<file path="src/rtl/alu_seq_ctrl.sv">
// alu_seq_ctrl: two-byte command sequencer driving an external 4-bit ALU
// and holding the error-qualified result until the consumer handshakes it.
module alu_seq_ctrl (
    input  logic       clk,
    input  logic       rst,
    input  logic [7:0] cmd_data,
    input  logic       cmd_valid,
    output logic       cmd_ready,
    output logic [3:0] alu_op,
    output logic [3:0] alu_a,
    output logic [3:0] alu_b,
    input  logic [7:0] alu_result,
    output logic [7:0] res_data,
    output logic       res_err,
    output logic       res_valid,
    input  logic       res_ready,
    output logic [7:0] op_count
);
    localparam logic [1:0] IDLE = 2'd0;
    localparam logic [1:0] OPND = 2'd1;
    localparam logic [1:0] EXEC = 2'd2;
    localparam logic [1:0] HOLD = 2'd3;

    logic [1:0] state_q, state_d;
    logic [3:0] op_q, op_d, a_q, a_d, b_q, b_d;
    logic [7:0] data_q, data_d, cnt_q, cnt_d;
    logic       err_q, err_d;
    logic       acc, div0, undef, done;

    assign cmd_ready = (state_q == IDLE) || (state_q == OPND);
    assign res_valid = state_q == HOLD;
    assign alu_op    = op_q;
    assign alu_a     = a_q;
    assign alu_b     = b_q;
    assign res_data  = data_q;
    assign res_err   = err_q;
    assign op_count  = cnt_q;

    always_comb begin
        acc    = cmd_valid && cmd_ready;
        done   = res_valid && res_ready;
        div0   = (op_q == 4'd3) && (b_q == 4'd0);
        undef  = op_q >= 4'd13;
        state_d = state_q;
        case (state_q)
            IDLE:    state_d = acc ? OPND : IDLE;
            OPND:    state_d = acc ? EXEC : OPND;
            EXEC:    state_d = HOLD;
            default: state_d = done ? IDLE : HOLD;
        endcase
        op_d   = (acc && state_q == IDLE) ? cmd_data[7:4] : op_q;
        a_d    = (acc && state_q == OPND) ? cmd_data[7:4] : a_q;
        b_d    = (acc && state_q == OPND) ? cmd_data[3:0] : b_q;
        // error codes override whatever the ALU drives for these opcodes
        data_d = (state_q != EXEC) ? data_q : div0 ? 8'hFF : undef ? 8'h00 : alu_result;
        err_d  = (state_q != EXEC) ? err_q : (div0 || undef);
        cnt_d  = done ? cnt_q + 8'd1 : cnt_q;
    end

    always_ff @(posedge clk or posedge rst) begin
        if (rst) begin
            state_q <= IDLE;
            op_q    <= '0;
            a_q     <= '0;
            b_q     <= '0;
            data_q  <= '0;
            err_q   <= 1'b0;
            cnt_q   <= '0;
        end else begin
            state_q <= state_d;
            op_q    <= op_d;
            a_q     <= a_d;
            b_q     <= b_d;
            data_q  <= data_d;
            err_q   <= err_d;
            cnt_q   <= cnt_d;
        end
    end
endmodule

</file>
<file path="config.mk">
export PLATFORM = sky130hd
export DESIGN_NAME = alu_seq_ctrl
export DESIGN_NICKNAME = d
export VERILOG_FILES = /design/src/rtl/alu_seq_ctrl.sv
export SDC_FILE = /design/constraint.sdc
export NUM_CORES = 1
export LEC_CHECK = 0
export CAP_MARGIN = 40
export CORE_AREA = 2 2 59 61
export DETAILED_ROUTE_END_ITERATION = 8
export DIE_AREA = 0 0 61 63
export GPL_TIMING_DRIVEN = 0
export PLACE_DENSITY = 0.87
export SLEW_MARGIN = 15
export SYNTH_ARGS = -nofsm -noshare
export SYNTH_HDL_FRONTEND = slang
export SYNTH_SLANG_ARGS = --single-unit
export TNS_END_PERCENT = 5
</file>
<file path="constraint.sdc">
create_clock -name clk -period 1.6 [get_ports clk]
set_clock_uncertainty 0.15 [all_clocks]
set_input_delay 0.16 -clock clk [delete_from_list [all_inputs] [get_ports clk]]
set_output_delay 0.16 -clock clk [all_outputs]
set_load 0.1 [all_outputs]
</file>
# Yosys cells after proc, flatten, opt, wreduce, memory -nomap -nowiden
# Index checks and enable logic that the tools add are counted.
# totals
ff_bits	31
input_bits	20
output_inout_bits	31
wordCells	29
# op_classes
addsub	1
n_lt_le_gt_ge	1
n_eq_ne	5
mux	6
reduce_logical	9
# ops
operator	count
$mux W8	2
$add A8 B1 Y8 const B	1
$pmux W2 S3	1
$logic_and A1 B1 Y1	5
$eq A2 B2 Y1 const B	2
$eq A4 B2 Y1 const B	1
$ge A4 B4 Y1 const B	1
$logic_not A4 Y1	1
$mux W2	2
$eq A2 B1 Y1 const B	1
$logic_not A2 Y1	1
$logic_or A1 B1 Y1	2
$ne A2 B2 Y1 const B	1
$mux W1	1

# Longest topological paths before layout
# Gate-level depths: netlist of the first run.
# depth
ltp_word	5
ltp_mapped	6
mapped_depth_nobuf	4

# Worst setup path after synthesis of the first run
# OpenSTA, ideal clock, no wires.
# synth_timing
path_type	flip-flop to flip-flop
start	register state_q[0]
end	register cnt_q[1] (netlist: op_count[1])
setup_time_ns	0.126
arrival_time_ns	1.764
required_ns	1.324
path_slack_ns	-0.440
stages_incl_launch_ff	5
path_buffers	1
period_less_slack_ns	2.040
path_cell_list	dfrtp_1 buf_2 and2_1 nand2_1 mux2_2
# synth_between
elab_chain_cells	2
# synth_lines
element	line	text
start: declaration	24	logic [1:0] state_q, state_d;
start signal: assignment	70	state_q <= state_d;
$eq A2 B2 Y1	31	assign res_valid = state_q == HOLD;
net res_valid	15	output logic res_valid,
$logic_and A1 B1 Y1	41	done = res_valid && res_ready;
end signal: assignment	76	cnt_q <= cnt_d;
end: declaration	26	logic [7:0] data_q, data_d, cnt_q, cnt_d;
# The timed path passes the listed nets, and every way through them passes these cells.
# A chain may end at the register's enable or synchronous reset.

# Worst setup path after layout of the first run
# layout_timing
start	register b_q[1] (netlist: alu_b[1])
end	register data_q[7] (netlist: res_data[7])
# layout_between
elab_chain_cells	3
# layout_lines
element	line	text
start: declaration	25	logic [3:0] op_q, op_d, a_q, a_d, b_q, b_d;
start signal: assignment	65	b_q <= '0;
start signal: assignment	73	b_q <= b_d;
$logic_not A4 Y1	42	div0 = (op_q == 4'd3) && (b_q == 4'd0);
$logic_and A1 B1 Y1	42	
$mux W8	55	data_d = (state_q != EXEC) ? data_q : div0 ? 8'hFF : undef ? 8'h00 : alu_result;
end signal: assignment	74	data_q <= data_d;
end: declaration	26	
# No other way between the ends.

==> results of run 1 <==
==> cells in the final DEF, fill, tap and decap left out, types with 2 or more instances in the layout <==
master,netlist,layout
buf_12,0,30
dlygate4sd2_1,0,28
dfrtp_1,31,21
clkdlybuf4s50_1,0,19
nand2_1,16,16
mux2_2,13,13
nor2_1,12,12
dfrtp_2,0,10
a31oi_1,9,9
xor2_1,5,5
clkbuf_4,0,5
buf_4,1,3
xnor2_1,3,3
nor4_2,1,2
nand4_1,2,2
nor3_1,2,2
clkbuf_8,0,2
==> cell usage after synthesis <==
master | count | area (µm²)
dfrtp_1 | 31 | 775.7
nand2_1 | 16 | 60.06
mux2_2 | 13 | 146.4
nor2_1 | 12 | 45.04
a31oi_1 | 9 | 56.30
xor2_1 | 5 | 43.79
xnor2_1 | 3 | 26.28
buf_2 | 2 | 10.01
inv_1 | 2 | 7.510
nand4_1 | 2 | 12.51
nor3_1 | 2 | 10.01
a22oi_1 | 1 | 7.510
and2_1 | 1 | 6.260
buf_4 | 1 | 7.510
ha_1 | 1 | 12.51
nand3_2 | 1 | 10.01
nand4_2 | 1 | 12.51
nor2b_1 | 1 | 6.260
nor3b_2 | 1 | 12.51
nor4_1 | 1 | 6.260
nor4_2 | 1 | 12.51
o211ai_1 | 1 | 7.510
==> area by class of cell <==
| cell class | instances | area [µm²] | share of cell area [%] |
|---|---|---|---|
| clock buffer | 8 | 68.82 | 2.683 |
| timing repair buffer | 82 | 1102 | 42.98 |
| buffer | 3 | 20.02 | 0.7805 |
| inverter | 2 | 11.26 | 0.4390 |
| sequential | 31 | 788.3 | 30.73 |
| tap | 46 | 57.56 | 2.244 |
| multi-input combinational | 72 | 516.7 | 20.15 |
==> flip-flops by register name, summed over array words and instances (netlist names) <==
name	count
state_q	2
res_err	1
alu_a	4
alu_op	4
op_count	8
alu_b	4
res_data	8
==> metrics by stage <==
stage | setup TNS, ps | cells | hold slack [ps] | worst slack [ps] | util (%)
final | -13.21 | 244 | 79.93 | -10.86 | 79.37
after detailed placement | -770.0 | 236 | 323.2 | -147.5 | 73.36
after global placement | -9091 | 204 | 313.8 | -512.7 | 58.11
after floorplan | -3642 | 108 | 112.8 | -208.8 | -
after global routing | -702.3 | 244 | 156.9 | -121.4 | 79.37
after CTS | -137.5 | 243 | 93.47 | -137.5 | 78.75
==> repair_timing <==
action,4_1_cts,5_1_grt
endpoints found under the setup margin,31,14
cloned,0,0
pin swaps,0,5
hold buffers,0,0
gates resized for setup,61,6
setup buffers,0,2
==> worst max-delay path by stage <==
stage	end	cells after the start	start
2_1_floorplan	alu_b[1]	3	state_q[1]
3_3_place_gp	res_valid	3	state_q[0]
3_5_place_dp	alu_op[1]	3	cmd_valid
4_1_cts	cmd_ready	3	state_q[1]
5_1_grt	res_data[7]	3	alu_b[1]
6_report	res_data[7]	3	alu_b[1]
==> cell families after synthesis <==
group / Yosys count / share of synthesized area [%]
XOR/XNOR: 8 / 5.411
AND/OR/NAND/NOR: 39 / 14.98
flip-flops: 31 / 59.90
AO/OA/AOI/OAI: 11 / 5.507
adder cells (fa/ha/maj): 1 / 0.9660
multiplexers: 13 / 11.30
buffers and inverters: 5 / 1.933
==> metal layers <==
| layer | wire [µm] | share of wire (%) | vias to the layer above | track usage [%] |
|---|---|---|---|---|
| met2 | 2345 | 56 | 45 | 41.67 |
| li1 | - | - | 554 | - |
| met3 | 214 | 5.1 | 15 | 6.625 |
| met4 | 178 | 4.2 | 0 | 8.424 |
| met5 | 0 | 0 | - | 0 |
| met1 | 1486 | 35 | 600 | 27.67 |
==> reports/results.txt, run 1 <==
Length of the first detailed-routing pass in iterations: 4
Max Transition Viols Final: 0
Number of cell rows: 21
Pin count of the biggest net entering global routing: 18
Largest delay share family, worst path: simple AND/OR/NAND/NOR gates
Mapped Area: 1295 µm²
Syn nets: 129
Violated checks: setup timing
Number of diodes: 0
Startpoint class of the critical path: register
Placeable core region: 3232 µm²
Clock root buffer: clkbuf_4
Detailed router's first-iteration violation count: 28
Critical path data arrival time: 1700 ps
Share of layout cells above drive strength 1: 37.88%
Final-layout fill cell count: 194
Antenna-violating nets left: 0
DIE AREA: 3843 µm²
Crit-path cells: nor4_2 > nand4_2 > a31oi_1
Destination of the worst register-to-register timing path: res_data[7]
Maximum level of the CTS H-tree: 2
Max clock buf depth: 2
Number of cells traversed by the worst register-to-register path: 3
Routability congestion estimate: 0.7530
Average footprint of a synthesized cell: 11.99 µm²
Post-synthesis cell type count: 22
R2R Setup Slk: -10 ps
Sequential share of the synthesized area: 59.90%
TritonCTS clock tree: yes
Synth Instances: 108
Clock buffer count from CTS: 5
Global route overflow: 0
Initial Utilization: 40.07%
DPL Wire Length: 2961 µm
Setup violations, final: 2
Worst setup EP type: register
Library cell contributing the largest single delay on the critical path: dfrtp_2
Wire length of the first global-routing pass: 6727 µm
Max-slew headroom: 52.85%
Routed Wire Length: 4224 µm
Max-cap viol count: 0
Clock period minus final worst setup slack: 1611 ps
Net count reported at finish: 218
Post-placement cell area: 2371 µm²
Global router's overall resource usage: 24.11%
Critical R2R Launch: alu_b[1]
Hold violation total from the final report: 0
Num Clock Sinks: 31
Wire length per cell: 17.31 µm
Worst Setup Slack, final: -10.86 ps
Skew-Pair Late Insertion Delay: 330 ps
Warnings, synthesis: 0
Horizontal die dimension: 61 µm
Fin area: 2565 µm²
Final Cycle Share: 100.7%
Synthesis-to-layout area growth: 98.07%
Result of the run: finished with violations
Ports: 51
Setup repair after global routing missed its margin: true
Count of buffer and inverter cells on the critical path: 0
Worst Setup Path Type: register to register
Max Fclk: 0.6208 GHz
Worst-Margin Slew: 706.5 ps
Initial antenna violation count: 0
Worst min path class: primary input to asynchronous set/reset pin
Worst-path clk slew: 100 ps
Vertical extent of the die: 63 µm
Number of remaining DRC errors: 0
Detail-routed via count per cell: 4.975
Via count of the first global-routing pass: 1,354
Crit-path max cell delay: 430 ps
Largest driver fanout on the critical path: 9
Post-synthesis sequential element count: 31
Required time of the critical path: 1690 ps
Via count of the routed design: 1,214
Number of buffers added on ports: 50
Power of run 1 is not shown: default switching activity piles up to over one toggle a cycle in this logic, so the estimate is an artifact.
==> run 2, diff against run 1 <==
--- a/config.mk
+++ b/config.mk
@@ -6,12 +6,13 @@
 export NUM_CORES = 1
 export LEC_CHECK = 0
 export CAP_MARGIN = 40
-export CORE_AREA = 2 2 59 61
+export CORE_AREA = 2 2 50 52
 export DETAILED_ROUTE_END_ITERATION = 8
-export DIE_AREA = 0 0 61 63
+export DIE_AREA = 0 0 52 54
+export DONT_BUFFER_PORTS = 1
 export GPL_TIMING_DRIVEN = 0
-export PLACE_DENSITY = 0.87
-export SLEW_MARGIN = 15
+export PLACE_DENSITY = 0.85
+export SLEW_MARGIN = 25
 export SYNTH_ARGS = -nofsm -noshare
 export SYNTH_HDL_FRONTEND = slang
 export SYNTH_SLANG_ARGS = --single-unit
==> reports/results.txt, run 2 <==
Result of the run: stopped before the end (was finished with violations)
Stopped at: global routing (5_1_grt)
First Err: [ERROR DPL-0033] detailed placement checks failed during check placement.
Routability congestion estimate: 0.7326 (was 0.7530)
Synth top area cells: dfrtp_1, mux2_2, nand2_1, a31oi_1, nor2_1 (unchanged)
Worst endpoint type: sequential cell input
Initial antenna violation count: 0
Most frequent cells after synthesis: dfrtp_1, nand2_1, mux2_2 (unchanged)
Post-placement cell area: 1615 µm² (was 2371 µm²)
Clock buffer count from CTS: 5 (unchanged)
Dominant synthesized flop cell: dfrtp_1 (unchanged)
Number of buffers added on ports: 0 (was 50)
Post-synth top area cell: dfrtp_1 (unchanged)
Mapped Area: 1295 µm² (unchanged)
Area share of the largest cell type after synthesis: 59.90% (unchanged)
Initial Utilization: 55.83% (was 40.07%)
Pin count of the biggest net entering global routing: 32
Post-synthesis sequential element count: 31 (unchanged)
Sequential share of the synthesized area: 59.90% (unchanged)
Ports: 51 (unchanged)
Synth Instances: 108 (unchanged)
Average footprint of a synthesized cell: 11.99 µm² (unchanged)
Fraction of synthesis flops using an asynchronous set or reset pin: 100.0% (unchanged)
Post-synthesis cell type count: 22 (unchanged)
Endpoint with the least setup slack after the last repair: res_data[3]$_DFFE_PP0P_/D
Number of cell rows: 18 (was 21)
Max clock buf depth: 2 (unchanged)
Num Clock Sinks: 31 (unchanged)
Syn nets: 129 (unchanged)
DPL Wire Length: 2144 µm (was 2961 µm)
Most numerous cell in the Yosys netlist: dfrtp_1 (unchanged)
Maximum level of the CTS H-tree: 2 (unchanged)
Count of flip-flops with a built-in enable after synthesis: 0 (unchanged)
Vertical extent of the die: 54 µm (was 63 µm)
Warnings, synthesis: 0 (unchanged)
Clock root buffer: clkbuf_4 (unchanged)
Horizontal die dimension: 52 µm (was 61 µm)
## run 2: logic make-up after synthesis
logic type	Yosys count	share of synthesized area [%]
AND/OR/NAND/NOR	39	14.98
XOR/XNOR	8	5.411
multiplexers	13	11.30
buffers and inverters	5	1.933
adder cells (fa/ha/maj)	1	0.9660
flip-flops	31	59.90
AO/OA/AOI/OAI	11	5.507
## run 2: metrics by stage
stage	cells	hold WS, ps	utilization, %	worst slack (ps)
global placement	138	122.0	58.52	-299.9
detailed placement	154	9.452	69.63	-326.3
CTS	185	8.043	85.06	-224.6
floorplan	108	112.8	-	-208.8
## run 2: timing repair
action / 4_1_cts
hold buffers: 19
cloned: 2
resized for setup: 19
setup endpoints to repair: 25
hold endpoints to repair: 56
pin swaps: 13
setup buffers: 2
==> run 3, diff against run 2 <==
--- a/config.mk
+++ b/config.mk
@@ -6,12 +6,12 @@
 export NUM_CORES = 1
 export LEC_CHECK = 0
 export CAP_MARGIN = 40
-export CORE_AREA = 2 2 50 52
+export CORE_AREA = 2 2 63 65
 export DETAILED_ROUTE_END_ITERATION = 8
-export DIE_AREA = 0 0 52 54
+export DIE_AREA = 0 0 65 67
 export DONT_BUFFER_PORTS = 1
 export GPL_TIMING_DRIVEN = 0
-export PLACE_DENSITY = 0.85
+export PLACE_DENSITY_LB_ADDON = 0.15
 export SLEW_MARGIN = 25
 export SYNTH_ARGS = -nofsm -noshare
 export SYNTH_HDL_FRONTEND = slang
==> reports/results.txt, run 3 (synthesized netlist as in run 1, its figures left out) <==
DRT met1 WL: 1431 µm
Worst min path class: primary input to register
Max-cap viol count: 0
Critical R2R Launch: state_q[1]
Result of the run: finished with violations (was stopped before the end)
Placeable core region: 3606 µm²
Antenna-violating nets left: 0
Detail-routed via count per cell: 4.883
Number of cells traversed by the worst register-to-register path: 3
Global router's overall resource usage: 17.10%
Area used by multi-input combinational logic: 565.5 µm²
Number of diodes: 0
Number of remaining DRC errors: 0
Critical path data arrival time: 1810 ps
Initial Utilization: 35.91% (was 55.83%)
Num Clock Sinks: 31 (unchanged)
R2R Setup Slk: -200 ps
Global route overflow: 0
Via count of the routed design: 1,084
Setup violations, final: 20
Clock buffer count from CTS: 5 (unchanged)
Skew-Pair Late Insertion Delay: 270 ps
Routed Wire Length: 3558 µm
Clock period minus final worst setup slack: 1800 ps
Max-slew headroom: 39.91%
DIE AREA: 4355 µm²
Initial antenna violation count: 0
Final Cycle Share: 112.5%
Worst hold path endpoint: state_q[1]
Number of buffers added on ports: 0 (unchanged)
Commonest non-fill, non-tap cell in the layout: dfrtp_1
Worst Setup Slack, final: -199.9 ps
Pin count of the biggest net entering global routing: 32
Most frequent cells in the layout: dfrtp_1, dlygate4sd3_1, nand2_1
Met2 wire length: 1846 µm
Max Fclk: 0.5556 GHz
DPL Wire Length: 2149 µm (was 2144 µm)
Routed wl met3: 245 µm
Final-layout fill cell count: 289
Required time of the critical path: 1610 ps
Ports: 51 (unchanged)
Startpoint class of the critical path: register
Net count reported at finish: 194
Wire length of the first global-routing pass: 5402 µm
Destination of the worst register-to-register timing path: alu_b[1]
Via count of the first global-routing pass: 1,102
Detailed router's first-iteration violation count: 44
Top layer reached by signal wires: met4
Synthesis-to-layout area growth: 74.49%
Routability congestion estimate: 0.7309 (was 0.7326)
Maximum level of the CTS H-tree: 2 (unchanged)
Worst min-delay path startpoint: res_ready
Max Transition Viols Final: 0
Area occupied by registers: 800.8 µm²
Clock root buffer: clkbuf_8 (was clkbuf_4)
Worst-Margin Slew: 901.3 ps
Largest driver fanout on the critical path: 5
Hold Path Depth: 3
Share of layout cells above drive strength 1: 35.06%
Violated checks: setup timing
Setup repair after global routing missed its margin: true
Wire length per cell: 16.03 µm
Hold violation total from the final report: 0
TritonCTS clock tree: yes
Worst Setup Path Type: register to register
Vertical extent of the die: 67 µm (was 54 µm)
Worst-path clk slew: 60 ps
Horizontal die dimension: 65 µm (was 52 µm)
Hold Slack: 11.52 ps
Length of the first detailed-routing pass in iterations: 4
Number of cell rows: 22 (was 18)
Max clock buf depth: 2 (unchanged)
Worst setup EP type: register
## run 3: final cells by class
class,instances,area share (%)
flip-flops and latches,31,35.44
multi-input cells,74,25.03
inverters,2,0.4983
plain buffers,3,0.8859
clock buffers,8,3.544
repair buffers,56,31.95
well taps,48,2.658
## run 3: how the worst max path moves through the flow
| stage | from | end | slack (ps) | depth (start not counted) |
|---|---|---|---|---|
| 5_1_grt | state_q[1] | alu_b[1] | -240 | 3 |
| 4_1_cts | state_q[1] | alu_b[2] | -200 | 3 |
| 6_report | state_q[1] | alu_b[1] | -200 | 3 |
| 3_5_place_dp | state_q[1] | alu_b[2] | -340 | 3 |
| 2_1_floorplan | state_q[1] | alu_b[1] | -210 | 3 |
| 3_3_place_gp | alu_b[3] | res_data[5] | -380 | 3 |
## run 3: routing by layer
metal	vias up	global-route usage, %
li1	513	-
met5	-	0
met1	520	19.17
met4	0	6.383
met2	47	28.61
met3	4	7.601
## run 3: repair_timing
action / in CTS / in global routing
pin swaps: 14 / 3
endpoints found under the hold margin: 56 / 0
buffers inserted: 2 / 0
setup endpoints to repair: 25 / 28
cloned: 2 / 0
hold buffers: 19 / 0
gates resized for setup: 12 / 3
## run 3: through the flow
stage          util, %  worst slack (ps)  area [µm²]  TNS (ps)  instances
2_1_floorplan        -            -208.8        1320     -3642        108
3_3_place_gp     38.27            -376.6        1380     -6768        156
3_5_place_dp     47.36            -342.6        1708     -6035        176
4_1_cts          57.08            -202.7        2058     -2777        207
5_1_grt          62.66            -244.6        2260     -4022        222
6_report         62.66            -199.9        2260     -2528        222
## run 3: critical path, cell delays in order (launching register included)
cell        delay [ps]
dfrtp_2            390
clkinvlp_4         500
nand3_4            290
mux2_2             360
Power of run 3 is left out for the same reason.
==> run 4, diff against run 3 <==
--- a/config.mk
+++ b/config.mk
@@ -11,7 +11,7 @@
 export DIE_AREA = 0 0 65 67
 export DONT_BUFFER_PORTS = 1
 export GPL_TIMING_DRIVEN = 0
-export PLACE_DENSITY_LB_ADDON = 0.15
+export PLACE_DENSITY = 0.5
 export SLEW_MARGIN = 25
 export SYNTH_ARGS = -nofsm -noshare
 export SYNTH_HDL_FRONTEND = slang
==> reports/results.txt, run 4 (synthesized netlist as in run 1, its figures left out) <==
Net count reported at finish: 193 (was 194)
Commonest non-fill, non-tap cell in the layout: dfrtp_1 (unchanged)
DPL Wire Length: 2050 µm (was 2149 µm)
Synthesis-to-layout area growth: 69.86% (was 74.49%)
TritonCTS clock tree: yes (unchanged)
Wire length of the first global-routing pass: 5244 µm (was 5402 µm)
Filler-free cell count of the finished design: 221 (was 222)
Most frequent cells in the layout: dfrtp_1, dlygate4sd3_1, nand2_1 (unchanged)
Initial antenna violation count: 0 (unchanged)
Number of placed instances with taps included: 174 (was 176)
Clock root buffer: clkbuf_8 (unchanged)
Number of buffers added on ports: 0 (unchanged)
Num Clock Sinks: 31 (unchanged)
Setup repair after global routing missed its margin: true (unchanged)
Global router's overall resource usage: 16.17% (was 17.10%)
Length of the first detailed-routing pass in iterations: 4 (unchanged)
DIE AREA: 4355 µm² (unchanged)
Setup violations, final: 24 (was 20)
Initial Utilization: 35.91% (unchanged)
Max-cap viol count: 0 (unchanged)
Hold violation total from the final report: 0 (unchanged)
Via count of the first global-routing pass: 1,135 (was 1,102)
Pin count of the biggest net entering global routing: 32 (unchanged)
Routability congestion estimate: 0.7700 (was 0.7309)
Worst min-delay path startpoint: cmd_valid (was res_ready)
Required time of the critical path: 1610 ps (about the same)
Max Transition Viols Final: 0 (unchanged)
Clock buffer count from CTS: 5 (unchanged)
Via count of the routed design: 1,091 (was 1,084)
Routed Wire Length: 3359 µm (was 3558 µm)
Hold Path Depth: 2 (was 3)
Critical R2R Launch: state_q[1] (unchanged)
Maximum level of the CTS H-tree: 2 (unchanged)
Wire length per cell: 15.20 µm (was 16.03 µm)
Clock period minus final worst setup slack: 1793 ps (was 1800 ps)
Max-slew headroom: 39.82% (was 39.91%)
Ports: 51 (unchanged)
Horizontal die dimension: 65 µm (unchanged)
Worst Setup Path Type: register to register (unchanged)
Destination of the worst register-to-register timing path: alu_a[2] (was alu_b[1])
Skew-Pair Late Insertion Delay: 270 ps (about the same)
R2R Setup Slk: -190 ps (was -200 ps)
Number of diodes: 0 (unchanged)
Max Fclk: 0.5577 GHz (was 0.5556 GHz)
Number of cells traversed by the worst register-to-register path: 3 (unchanged)
Number of remaining DRC errors: 0 (unchanged)
Number of cell rows: 22 (unchanged)
Worst-path clk slew: 60 ps (about the same)
Share of layout cells above drive strength 1: 35.26% (was 35.06%)
Worst setup EP type: register (unchanged)
Detail-routed via count per cell: 4.937 (was 4.883)
Worst Setup Slack, final: -193.1 ps (was -199.9 ps)
Violated checks: setup timing (unchanged)
Result of the run: finished with violations (unchanged)
Worst hold path endpoint: alu_b[0] (was state_q[1])
Largest driver fanout on the critical path: 5 (unchanged)
Antenna-violating nets left: 0 (unchanged)
Max clock buf depth: 2 (unchanged)
Worst min path class: primary input to register (unchanged)
Global route overflow: 0 (unchanged)
Detailed router's first-iteration violation count: 48 (was 44)
Vertical extent of the die: 67 µm (unchanged)
Final Cycle Share: 112.1% (was 112.5%)
Critical path data arrival time: 1800 ps (was 1810 ps)
Finished Core Util: 61.00% (was 62.66%)
Worst-Margin Slew: 902.7 ps (was 901.3 ps)
Placeable core region: 3606 µm² (unchanged)
Startpoint class of the critical path: register (unchanged)
[run 4: changes by cell type in the layout (fill, tap and decap cells not counted), sizes merged]
cell    change
buf         +2
nand4       -1
clkbuf      -2
[run 4: worst max path at each step]
stage	startpoint	to	slack [ps]
3_3_place_gp	alu_b[3]	res_data[4]	-360
5_1_grt	state_q[1]	alu_b[2]	-260
3_5_place_dp	alu_b[1]	res_err	-340
2_1_floorplan	state_q[1]	alu_b[1]	-210
4_1_cts	state_q[1]	alu_b[2]	-200
6_report	state_q[1]	alu_a[2]	-190
[run 4: critical path, stage by stage (launching register included)]
cell and delay (ps):
dfrtp_2 390, clkinvlp_4 500, nand3_4 290, mux2_2 350
[run 4: layout make-up]
cell class / count / area, µm²
Buffer: 3 / 20.02
Inverter: 2 / 11.26
Multi-Input combinational cell: 73 / 561.8
Timing Repair Buffer: 56 / 665.6
Clock buffer: 8 / 80.08
Tap cell: 48 / 60.06
Fill cell: 299 / 1406
Sequential cell: 31 / 800.8
[run 4: metal layers]
layer  up-vias  GRT usage (%)  wire length, µm
met3         4          5.068              259
met4         0          6.117               36
li1        506              -                -
met1       523          17.62             1342
met2        58          29.25             1720
met5         -              0                0
[run 4: through the flow]
stage	hold WS (ps)	setup WS, ps	setup TNS [ps]	instance area (µm²)
CTS	8.291	-199.4	-2122	2046
global route	16.86	-262.9	-3565	2200
detailed placement	21.26	-341.1	-6303	1669
global placement	127.0	-356.7	-6569	1380
finish	18.21	-193.1	-1986	2200
floorplan	112.8	-208.8	-3642	1320
[run 4: what timing repair did]
item                       in CTS  in global routing
setup buffers                   5                  0
gates cloned                    1                  0
hold buffers                   19                  0
setup endpoints to repair      25                 29
resized for setup              14                  2
hold endpoints to repair       55                  0
pin swaps                      10                  3
Power of run 4 is left out for the same reason.
